`src/rtl/trace_writer.sv`:
```
// Write-side sequencer for the per-column trace buffer: one column per handshake, written only inside the VBLANK window.
// Optional frame checksum is enabled by defining TRACE_WRITER_CHECKSUM_EN.
module trace_writer #(
  parameter int COLUMNS    = 640,
  parameter int COL_W      = 10,
  parameter int HEIGHT_W   = 8,
  parameter int MAX_HEIGHT = 240
) (
  input  logic                clk,
  input  logic                reset_n,
  input  logic                frame_start,
  input  logic                enable,
  input  logic                in_valid,
  output logic                in_ready,
  input  logic                in_side,
  input  logic [HEIGHT_W-1:0] in_height,
  output logic [COL_W-1:0]    buf_addr,
  output logic                buf_we,
  output logic                buf_side,
  output logic [HEIGHT_W-1:0] buf_height,
  output logic                frame_done,
  output logic                incomplete,
  output logic [COL_W-1:0]    col_count,
  output logic [15:0]         checksum
);

  localparam logic [1:0] S_IDLE  = 2'd0;
  localparam logic [1:0] S_ARMED = 2'd1;
  localparam logic [1:0] S_WRITE = 2'd2;
  localparam logic [1:0] S_DONE  = 2'd3;

  localparam logic [COL_W-1:0]    LAST_COL = COL_W'(COLUMNS - 1);
  localparam logic [HEIGHT_W-1:0] MAX_H    = HEIGHT_W'(MAX_HEIGHT);

  logic [1:0]          state_reg;
  logic [COL_W-1:0]    addr_reg;
  logic [COL_W-1:0]    col_count_reg;
  logic [COL_W-1:0]    last_addr_reg;
  logic                pend_reg;
  logic                last_taken_reg;
  logic                incomplete_reg;
  logic                side_reg;
  logic [HEIGHT_W-1:0] height_reg;
  logic [HEIGHT_W-1:0] height_clamped;
  logic                handshake;
  logic                in_write;

  assign in_write       = (state_reg == S_WRITE);
  assign in_ready       = in_write && enable && !last_taken_reg;
  assign handshake      = in_valid && in_ready && !frame_start;
  assign height_clamped = (in_height > MAX_H) ? MAX_H : in_height;

  // Writes are in order, so the column being written is the count of columns already written.
  assign buf_we     = in_write && pend_reg && enable;
  assign buf_addr   = buf_we ? col_count_reg : last_addr_reg;
  assign frame_done = buf_we && (col_count_reg == LAST_COL);
  assign buf_side   = side_reg;
  assign buf_height = height_reg;
  assign incomplete = incomplete_reg;
  assign col_count  = col_count_reg;

  always_ff @(posedge clk or negedge reset_n) begin
    if (!reset_n) begin
      state_reg      <= S_IDLE;
      addr_reg       <= '0;
      col_count_reg  <= '0;
      last_addr_reg  <= '0;
      pend_reg       <= 1'b0;
      last_taken_reg <= 1'b0;
      incomplete_reg <= 1'b0;
      side_reg       <= 1'b0;
      height_reg     <= '0;
    end else begin
      incomplete_reg <= 1'b0;
      if (frame_start) begin
        state_reg      <= S_ARMED;
        addr_reg       <= '0;
        col_count_reg  <= '0;
        pend_reg       <= 1'b0;
        last_taken_reg <= 1'b0;
      end else begin
        case (state_reg)
          S_ARMED: if (enable) state_reg <= S_WRITE;
          S_WRITE: begin
            if (!enable) begin
              // Window closed early: any pending capture is dropped.
              state_reg      <= S_IDLE;
              pend_reg       <= 1'b0;
              incomplete_reg <= 1'b1;
            end else begin
              pend_reg <= handshake;
              if (handshake) begin
                side_reg   <= in_side;
                height_reg <= height_clamped;
                addr_reg   <= addr_reg + 1'b1;
                if (addr_reg == LAST_COL) last_taken_reg <= 1'b1;
              end
              if (buf_we) begin
                col_count_reg <= col_count_reg + 1'b1;
                last_addr_reg <= col_count_reg;
                if (frame_done) state_reg <= S_DONE;
              end
            end
          end
          default: ;
        endcase
      end
    end
  end

`ifdef TRACE_WRITER_CHECKSUM_EN
  logic [15:0] sum_reg;
  logic [15:0] checksum_reg;
  logic [15:0] word;

  assign word     = 16'({side_reg, height_reg});
  assign checksum = frame_done ? (sum_reg + word) : checksum_reg;

  always_ff @(posedge clk or negedge reset_n) begin
    if (!reset_n) begin
      sum_reg      <= '0;
      checksum_reg <= '0;
    end else begin
      if (frame_start) sum_reg <= '0;
      else if (buf_we) sum_reg <= sum_reg + word;
      if (frame_done) checksum_reg <= sum_reg + word;
    end
  end
`else
  assign checksum = 16'd0;
`endif

endmodule

```
`config.mk`:
```
export PLATFORM = sky130hd
export DESIGN_NAME = trace_writer
export DESIGN_NICKNAME = d
export VERILOG_FILES = /design/src/rtl/trace_writer.sv
export SDC_FILE = /design/constraint.sdc
export NUM_CORES = 1
export LEC_CHECK = 0
export BUFFER_PORTS_ARGS = -buffer_cell sky130_fd_sc_hd__buf_2
export CAP_MARGIN = 20
export CELL_PAD_IN_SITES_DETAIL_PLACEMENT = 0
export CELL_PAD_IN_SITES_GLOBAL_PLACEMENT = 1
export CORE_MARGIN = 5
export CORE_UTILIZATION = 35
export DETAILED_ROUTE_END_ITERATION = 16
export PLACE_DENSITY_LB_ADDON = 0.08
export SYNTH_ARGS = -nofsm -noshare
export SYNTH_HDL_FRONTEND = slang
export SYNTH_SLANG_ARGS = --single-unit
```
`constraint.sdc`:
```
create_clock -name clk -period 1.85 [get_ports clk]
set_input_delay 0.0925 -clock clk [delete_from_list [all_inputs] [get_ports clk]]
set_output_delay 0.0925 -clock clk [all_outputs]
set_load 0.005 [all_outputs]
```
==> run_results.csv, run 1 <==
group,metric,value,unit
worst_setup_path,worst-path-buf-inv,3,
drt,vias,1855,
cells_and_area,final_common_cell,"buf_2",
drt,ant_nets,0,
timing,max_freq,588,MHz
synthesis,ys_warn_count,0,
drt,routed_wl,5300,um
worst_setup_path,cp.arrival,1.61,ns
worst_setup_path,cp_top_family,"simple AND/OR/NAND/NOR gates",
clock_network,clk_pin_slew,0.09,ns
floorplanning,boundaryPins,63,
global_routing,antenna_found_initial,0,
clock_network,cts_tree,"built",
floorplanning,die_w,91.8,um
clock_network,cts_root_buf,"clkbuf_8",
status,status,"finished, final reports clean",
drt,drc,0,
timing,final_hold_viol_count,0,
floorplanning,die_area,0.00842,mm2
drt,drtPass1Iterations,4,
drt,avgViaCountPerCell,5.05,
power,vdd_drop_max,0.000308,V
hold_path,hp-class,"input pin to register",
synthesis,synthSimpleGateAreaFrac,23.3,%
synthesis,ys_seq_area_share,47.1,%
global_routing,grt_pass1_wl,8960,um
synthesis,synth_fa_ha_area_share,1.07,%
timing,final.setup.tns,0,ns
floorplanning,rows,29,
global_routing,grt_pass1_vias,1879,
worst_setup_path,crit_path_max_fanout,26,
place,io_buffers,46,
cells_and_area,final_cell_mix,"46 x buf_2, 42 x dfrtp_1, 36 x nand2_1",
place,dp.final_hpwl,3620,um
synthesis,syn_inst,236,
timing,fin_crit_sh,92.0,%
worst_setup_path,cpPeakStageDelay,0.41,ns
timing,maxSlewHeadroom,61.0,%
floorplanning,core,0.00642,mm2
synthesis,synth-edff-count,0,
timing,rsz0062_at_grt,"false",
worst_setup_path,endpoint_kind,"output port",
timing,tightestPinTransition,0.585,ns
worst_setup_path,crit_chain,"nand4b_2 > buf_6 > inv_2 > nand2_1 > nor3_2 > buf_2",
floorplanning,die_h,91.8,um
synthesis,synth-compound-area-share,10.3,%
cells_and_area,syn2layout_area_growth,18.7,%
global_routing,gr-total-overflow,0,
clock_network,clock-sinks,44,
timing,setup_viol,0,
place,place_congestion,0.737,
cells_and_area,drive_gt1_share,34.1,%
worst_setup_path,path_class,"register to output port",
worst_setup_path,slowest_stage,"dfrtp_2",
timing,slew_violations,0,
run,maxCapViolations,0,
worst_setup_path,cp.required,1.76,ns
timing,fin_crit,1.70,ns
worst_setup_path,crit_path_start_kind,"register",
clock_network,numCtsBuffers,5,
synthesis,synth_mux_area_share,9.63,%
cells_and_area,fin_nets,305,
global_routing,grt_usage,13.1,%
cells_and_area,final_util,43.2,%
synthesis,ys_ff_latch,44,
synthesis,synth_top_family_by_area,"simple AND/OR/NAND/NOR gates",
timing,fin_skew,0.00521,ns
synthesis,ys.flop_type,"dfrtp_1",
clock_network,cts.path.max_buffers,2,
synthesis,postSynthAreaPerCell,9.91,um2
power,p_leak,0.00136,uW
global_routing,grt_start_max_net_pins,45,
cells_and_area,antenna_cells,0,
clock_network,cts.htree.levels,2,
clock_network,clock_latency,0.30,ns
cells_and_area,fillers,659,
synthesis,synth-xor-area-share,0.374,%
synthesis,async_flop_share,100,%
drt,post_drt_wl_per_cell,14.4,um
floorplanning,start_util,36.4,%
synthesis,synth_cell_types,35,
power,p_per_area,725,mW/mm2
drt,drt_iter0_drc,61,
synthesis,netlist_area,0.00234,mm2
## worst paths after layout
kind | from | endpoint | slack [ns] | cells past startpoint
hold reg to reg | buf_height[0] | buf_height[0] | 0.49 | 1
setup / recovery | state_reg[0] | frame_done | 0.15 | 6
min in group asynchronous | reset_n | addr_reg[6] | 0.40 | 3
max in group asynchronous | reset_n | state_reg[0] | 1.01 | 3
hold / removal | in_side | buf_side | 0.02 | 2
setup reg to reg | state_reg[0] | addr_reg[9] | 0.17 | 4
## cell type report
cell class / count / area, um2 / share of cell area (%)
repair buffers: 57 / 323 / 11.6
inverters: 5 / 18.8 / 0.676
well taps: 77 / 96.3 / 3.47
flip-flops and latches: 44 / 1100 / 39.7
clock inverters: 1 / 30.0 / 1.08
multi-input cells: 176 / 1110 / 39.9
clock buffers: 7 / 96.3 / 3.47
## cells in the mapped netlist, types with 5 or more instances
cell,number,area [um2]
a21oi_1,17,85.1
buf_4,17,128
clkbuf_1,5,18.8
dfrtp_1,44,1100
inv_1,5,18.8
mux2_2,20,225
nand2_1,36,135
nand3_1,7,35.0
nand4_1,10,62.6
nor2_1,9,33.8
nor2b_1,6,37.5
o21ai_0,8,40.0
o31ai_1,9,67.6
or4_1,9,67.6
## through the flow
step                      power (uW)  setup slack, ns  hold WS (ns)  std cells  cell area (um2)
after floorplan                 1140            0.319        -0.203        251             2400
after global placement          1210            0.180         0.224        356             2610
after detailed placement        1210            0.120         0.224        356             2610
after CTS                       2040          0.00529        0.0203        366             2760
after global routing            2110           0.0418        0.0242        367             2780
final                           2010            0.148        0.0236        367             2780
## repair_timing
item	CTS	global route
setup buffers	1	1
pin swaps	1	0
hold endpoints to repair	44	0
hold buffers	1	0
setup endpoints to repair	7	7
gates resized for setup	3	3
## report_power, final
part	switching (uW)	total [uW]	internal (uW)
logic	88.0	168	80.4
clock network	344	821	477
registers	21.9	1020	1000
## kinds of logic (layout without fill, tap and decap cells)
logic type / Yosys count / after routing
flops: 44 / 44
simple gates: 98 / 98
mux: 20 / 20
fa+ha+maj: 2 / 2
other cells: 1 / 16
compound gates: 39 / 39
xor+xnor: 1 / 1
buf+inv: 31 / 70
## layer usage
layer  share of wire [%]  global-route usage (%)  wire (um)
met1                  47                    16.7       2490
met2                  47                    21.5       2500
met3                 4.7                    3.36        249
met4                 1.3                    4.70         68
met5                   0                       0          0
(Power assumes the default switching activity.)
==> inputs of run 2 (changes only) <==
--- a/config.mk
+++ b/config.mk
@@ -5,6 +5,7 @@
 export SDC_FILE = /design/constraint.sdc
 export NUM_CORES = 1
 export LEC_CHECK = 0
+export ABC_AREA = 1
 export BUFFER_PORTS_ARGS = -buffer_cell sky130_fd_sc_hd__buf_2
 export CAP_MARGIN = 20
 export CELL_PAD_IN_SITES_DETAIL_PLACEMENT = 0
@@ -13,6 +14,7 @@
 export CORE_UTILIZATION = 35
 export DETAILED_ROUTE_END_ITERATION = 16
 export PLACE_DENSITY_LB_ADDON = 0.08
+export REMOVE_ABC_BUFFERS = 1
 export SYNTH_ARGS = -nofsm -noshare
 export SYNTH_HDL_FRONTEND = slang
 export SYNTH_SLANG_ARGS = --single-unit
==> run_results.csv, run 2 <==
group,metric,value,unit
synthesis,synth-edff-count,0,
global_routing,grt_start_max_net_pins,26,
synthesis,synth_cell_types,28,
clock_network,cts_root_buf,"clkbuf_8",
timing,maxSlewHeadroom,65.8,%
worst_setup_path,r2r_cells,8,
floorplanning,rows,30,
timing,fin_crit,1.77,ns
drt,drtPass1Iterations,4,
clock_network,cts_tree,"built",
floorplanning,die_w,93.1,um
synthesis,netlist_top_cells_count,"99 x nand2_1, 44 x dfrtp_1, 37 x o21ai_0",
cells_and_area,syn2layout_area_growth,19.1,%
run,maxCapViolations,0,
worst_setup_path,cp.arrival,1.68,ns
worst_setup_path,rrSetupSlack,0.22,ns
worst_setup_path,timing.rr.start,"state_reg[0]",
cells_and_area,final_util,42.6,%
cells_and_area,final_common_cell,"nand2_1",
drt,vias,2100,
clock_network,cts.path.max_buffers,2,
drt,avgViaCountPerCell,4.63,
timing,setup_viol,0,
worst_setup_path,crit_path_start_kind,"register",
drt,drc,0,
cells_and_area,final_cell_mix,"99 x nand2_1, 46 x buf_2, 43 x dfrtp_1",
global_routing,grt_pass1_wl,9520,um
power,p_seq_share,49.4,%
power,p_leak,0.00155,uW
clock_network,clock-sinks,44,
timing,fin_crit_sh,95.8,%
power,internal_power,1630,uW
drt,post_drt_wl_per_cell,13.0,um
synthesis,synth_top_area_share,45.6,%
floorplanning,start_util,35.8,%
clock_network,numCtsBuffers,5,
floorplanning,boundaryPins,63,
clock_network,cts.htree.levels,2,
timing,max_freq,564,MHz
synthesis,async_flop_share,100,%
global_routing,grt_pass1_vias,1977,
synthesis,yosysMostFrequentCell,"nand2_1",
worst_setup_path,cp_top_family,"buffers and inverters",
place,place_congestion,0.762,
drt,drt_iter0_drc,50,
synthesis,ys_seq_area_share,45.6,%
synthesis,postSynthAreaPerCell,7.65,um2
place,io_buffers,46,
cells_and_area,antenna_cells,0,
worst_setup_path,worst-path-buf-inv,4,
timing,final_hold_viol_count,0,
worst_setup_path,path_class,"register to output port",
drt,ant_nets,0,
power,sw_frac_of_total,26.6,%
power,vdd_drop_max,0.000317,V
clock_network,clock_latency,0.30,ns
place,dp.final_hpwl,4350,um
clock_network,clk_pin_slew,0.09,ns
drt,routed_wl,5920,um
worst_setup_path,cp.required,1.76,ns
worst_setup_path,crit_path_max_fanout,6,
synthesis,ys_ff_latch,44,
power,p_total,2220,uW
worst_setup_path,endpoint_kind,"output port",
hold_path,min_delay_worst_endpoint,"buf_height[0]",
global_routing,antenna_found_initial,0,
timing,slew_violations,0,
timing,tightestPinTransition,0.514,ns
synthesis,ys.flop_type,"dfrtp_1",
synthesis,ys_warn_count,0,
power,p_per_area,771,mW/mm2
worst_setup_path,cpPeakStageDelay,0.43,ns
worst_setup_path,r2r_end,"buf_height[3]",
hold_path,hold_start,"in_height[0]",
hold_path,hold_depth,3,
worst_setup_path,crit_chain,"inv_2 > nand4_1 > buf_6 > clkbuf_2 > nand2_1 > o21ai_0 > buf_2",
synthesis,yosys-top-cells-area,"dfrtp_1 46%, nand2_1 15%, o21ai_0 7.7%",
power,clkPwrFrac,36.1,%
cells_and_area,finalNonFillerCells,454,
floorplanning,die_area,0.00866,mm2
cells_and_area,fin_area,0.00288,mm2
power,p_comb_share,14.4,%
synthesis,syn_inst,316,
floorplanning,die_h,93.1,um
global_routing,grt_usage,13.9,%
power,p_sw,590,uW
floorplanning,core,0.00676,mm2
status,status,"finished, final reports clean",
cells_and_area,fin_nets,389,
synthesis,netlist_area,0.00242,mm2
timing,fin_skew,0.00934,ns
hold_path,hp-class,"input pin to register",
timing,final.setup.tns,0,ns
worst_setup_path,slowest_stage,"dfrtp_1",
global_routing,gr-total-overflow,0,
place,place_area,0.00267,mm2
place,placed_cells_incl_taps,437,
cells_and_area,drive_gt1_share,20.1,%
synthesis,yosysTopAreaCell,"dfrtp_1",
## run 2: kinds of logic after synthesis
| family | Yosys count | share of synthesized area [%] |
|---|---|---|
| adder cells (fa/ha/maj) | 2 | 1.04 |
| buffers and inverters | 60 | 13.1 |
| other | 1 | 0.155 |
| flip-flops | 44 | 45.6 |
| AO/OA/AOI/OAI | 49 | 10.9 |
| AND/OR/NAND/NOR | 160 | 29.2 |
## run 2: power groups by stage
stage,registers (uW),logic (uW),clock network (uW)
CTS,1100,323,832
detailed placement,1110,317,0
floorplan,1120,136,0
finish,1100,320,802
global route,1110,368,870
global placement,1120,313,0
## run 2: per-layer routing
| layer | share of wire, % | track usage (%) | vias to the layer above |
|---|---|---|---|
| met5 | 0 | 0 | - |
| met4 | 0.71 | 3.79 | 0 |
| met3 | 5.9 | 4.34 | 4 |
| met2 | 47 | 23.1 | 50 |
| met1 | 46 | 17.3 | 943 |
| li1 | - | - | 1103 |
## run 2: how the worst max path moves through the flow
stage	startpoint	endpoint	slack, ns	cells after the start
2_1_floorplan	state_reg[0]	last_addr_reg[2]	0.08	6
3_3_place_gp	state_reg[0]	buf_height[2]	0.20	8
3_5_place_dp	state_reg[0]	buf_height[3]	0.15	8
4_1_cts	state_reg[0]	buf_addr[2]	0.04	6
5_1_grt	state_reg[0]	buf_addr[6]	-0.001	7
6_report	state_reg[0]	buf_addr[6]	0.08	7
## run 2: per-stage QoR
stage,setup WS [ns],hold slack [ns]
CTS,0.0374,0.00147
floorplan,0.0777,-0.203
detailed placement,0.148,0.0955
global route,-0.00113,0.00116
global placement,0.202,0.102
finish,0.0782,0.0109
## run 2: worst min-delay path: cells and delay by family
family                 cells  cell delay (ns)
AND/OR/NAND/NOR            2             0.11
buffers and inverters      1             0.08
## run 2: timing repair
item / in CTS / in global routing
hold buffers: 4 / 1
setup endpoints to repair: 0 / 6
endpoints found under the hold margin: 22 / 1
resized for setup: 0 / 8
buffers inserted: 0 / 4
## run 2: final cells by class
type                       instances  area [um2]
tap                               80         100
timing repair buffer              61         369
sequential                        44        1100
clock inverter                     2        38.8
clock buffer                       6        82.6
multi-input combinational        227        1060
inverter                          34         128
fill                             719        3880
==> inputs of run 3 (changes only) <==
==> constraint.sdc (replaced) <==
create_clock -name clk -period 2.25 [get_ports clk]
set_input_delay 0.1125 -clock clk [delete_from_list [all_inputs] [get_ports clk]]
set_output_delay 0.1125 -clock clk [all_outputs]
set_load 0.005 [all_outputs]
==> run_results.csv, run 3 (synthesized netlist as in run 2, its figures left out) <==
group,metric,value,unit
power,p_total,1670,uW
worst_setup_path,cp_common_cell,"inv_1",
floorplanning,boundaryPins,63,
clock_network,clk_pin_slew,0.09,ns
clock_network,cts.htree.levels,2,
worst_setup_path,rrSetupSlack,0.59,ns
status,status,"finished, final reports clean",
drt,routed_wl,5670,um
power,p_seq_share,53.9,%
cells_and_area,final_common_cell,"nand2_1",
cells_and_area,fillers,733,
drt,avgViaCountPerCell,4.62,
run,maxCapViolations,0,
worst_setup_path,critPathLaunch,"state_reg[0]",
cells_and_area,seq_area,0.00110,mm2
power,clkPwrFrac,31.1,%
power,vdd_drop_max,0.000280,V
worst_setup_path,cp.required,2.14,ns
worst_setup_path,r2r_end,"buf_height[1]",
clock_network,cts.path.max_buffers,2,
global_routing,gr-total-overflow,0,
cells_and_area,drive_gt1_share,18.1,%
global_routing,grt_start_max_net_pins,45,
cells_and_area,finalNonFillerCells,445,
timing,fin_skew,0.00882,ns
floorplanning,die_area,0.00866,mm2
floorplanning,core,0.00676,mm2
worst_setup_path,slowest_stage,"dfrtp_1",
worst_setup_path,cp.arrival,1.71,ns
timing,setup_viol,0,
global_routing,grt_pass1_vias,1982,
worst_setup_path,endpoint_kind,"output port",
hold_path,hold_depth,3,
clock_network,clock_latency,0.29,ns
cells_and_area,final_cell_mix,"99 x nand2_1, 46 x buf_2, 44 x dfrtp_1",
drt,drt_iter0_drc,52,
clock_network,clock-sinks,44,
timing,fin_crit_sh,80.8,%
floorplanning,start_util,35.8,%
worst_setup_path,r2r_cells,8,
worst_setup_path,path_class,"register to output port",
timing,rsz0062_at_grt,"false",
drt,ant_nets,0,
power,p_per_area,605,mW/mm2
place,place_congestion,0.778,
power,sw_frac_of_total,27.5,%
timing,max_freq,550,MHz
cells_and_area,syn2layout_area_growth,14.5,%
hold_path,hold_start,"in_side",
place,dp.final_hpwl,4170,um
clock_network,cts_root_buf,"clkbuf_8",
place,io_buffers,46,
hold_path,min_delay_worst_endpoint,"buf_side",
cells_and_area,multi_input_area,0.00105,mm2
worst_setup_path,crit_path_max_fanout,13,
floorplanning,die_w,93.1,um
power,p_comb_share,14.9,%
place,placed_cells_incl_taps,436,
clock_network,post-cts-setup-buffer-count,0,
power,p_leak,0.00151,uW
timing,slew_violations,0,
timing,final_hold_viol_count,0,
power,p_sw,461,uW
clock_network,cts_resized,0,
cells_and_area,fin_nets,380,
timing,whs,0.0317,ns
clock_network,cts_tree,"built",
clock_network,numCtsBuffers,5,
global_routing,grt_usage,13.8,%
global_routing,antenna_found_initial,0,
cells_and_area,antenna_cells,0,
drt,post_drt_wl_per_cell,12.7,um
worst_setup_path,cpPeakStageDelay,0.41,ns
worst_setup_path,crit_chain,"inv_1 > nand4_1 > inv_1 > nand2_1 > o21ai_0 > buf_2",
global_routing,grt_pass1_wl,9540,um
worst_setup_path,crit_path_start_kind,"register",
drt,drc,0,
timing,fin_crit,1.82,ns
timing,final.setup.tns,0,ns
worst_setup_path,timing.rr.start,"state_reg[0]",
floorplanning,rows,30,
drt,vias,2055,
floorplanning,die_h,93.1,um
hold_path,hp-class,"input pin to register",
drt,drtPass1Iterations,4,
power,internal_power,1210,uW
run 3: layer usage:
layer  up-vias  global-route usage [%]  part of all wire, %
met5         -                       0                    0
met3         4                    3.78                  5.8
met2        49                    22.3                   48
met4         0                    3.91                 0.78
met1       915                    18.2                   46
li1       1087                       -                    -
run 3: worst max path at each step:
stage / slack (ns) / cells after the start / end
floorplan: 0.48 / 6 / last_addr_reg[2]
global placement: 0.61 / 8 / buf_height[0]
detailed placement: 0.57 / 8 / buf_height[1]
CTS: 0.40 / 6 / buf_addr[2]
global route: 0.23 / 6 / buf_addr[2]
finish: 0.43 / 6 / buf_addr[2]
run 3: layout make-up:
| class | instances | area share [%] |
|---|---|---|
| clock buffer | 6 | 2.99 |
| clock inverter | 2 | 0.362 |
| inverter | 34 | 4.61 |
| multi-input combinational | 227 | 38.1 |
| sequential | 44 | 39.8 |
| tap | 80 | 3.62 |
| timing repair buffer | 52 | 10.5 |
run 3: power groups by stage:
stage	clock network (uW)	registers (uW)	logic [uW]
2_1_floorplan	0	919	112
3_3_place_gp	0	918	255
3_5_place_dp	0	915	258
4_1_cts	552	902	258
5_1_grt	590	911	292
6_report	521	902	250
run 3: stage by stage:
stage	worst slack, ns	instance area (um2)	util, %
global route	0.229	2770	40.9
floorplan	0.478	2280	-
detailed placement	0.571	2660	39.4
finish	0.432	2770	40.9
CTS	0.399	2770	40.9
global placement	0.606	2660	39.4
run 3: critical path: cells and delay by family, from the launching register on:
| kind | cells | cell delay (ns) |
|---|---|---|
| buf+inv | 3 | 0.63 |
| flops | 1 | 0.41 |
| simple gates | 2 | 0.25 |
| compound gates | 1 | 0.13 |
run 3: timing repair:
action | in CTS | in global routing
hold buffers | 1 | 0
setup endpoints to repair | 0 | 0
endpoints found under the hold margin | 44 | 0
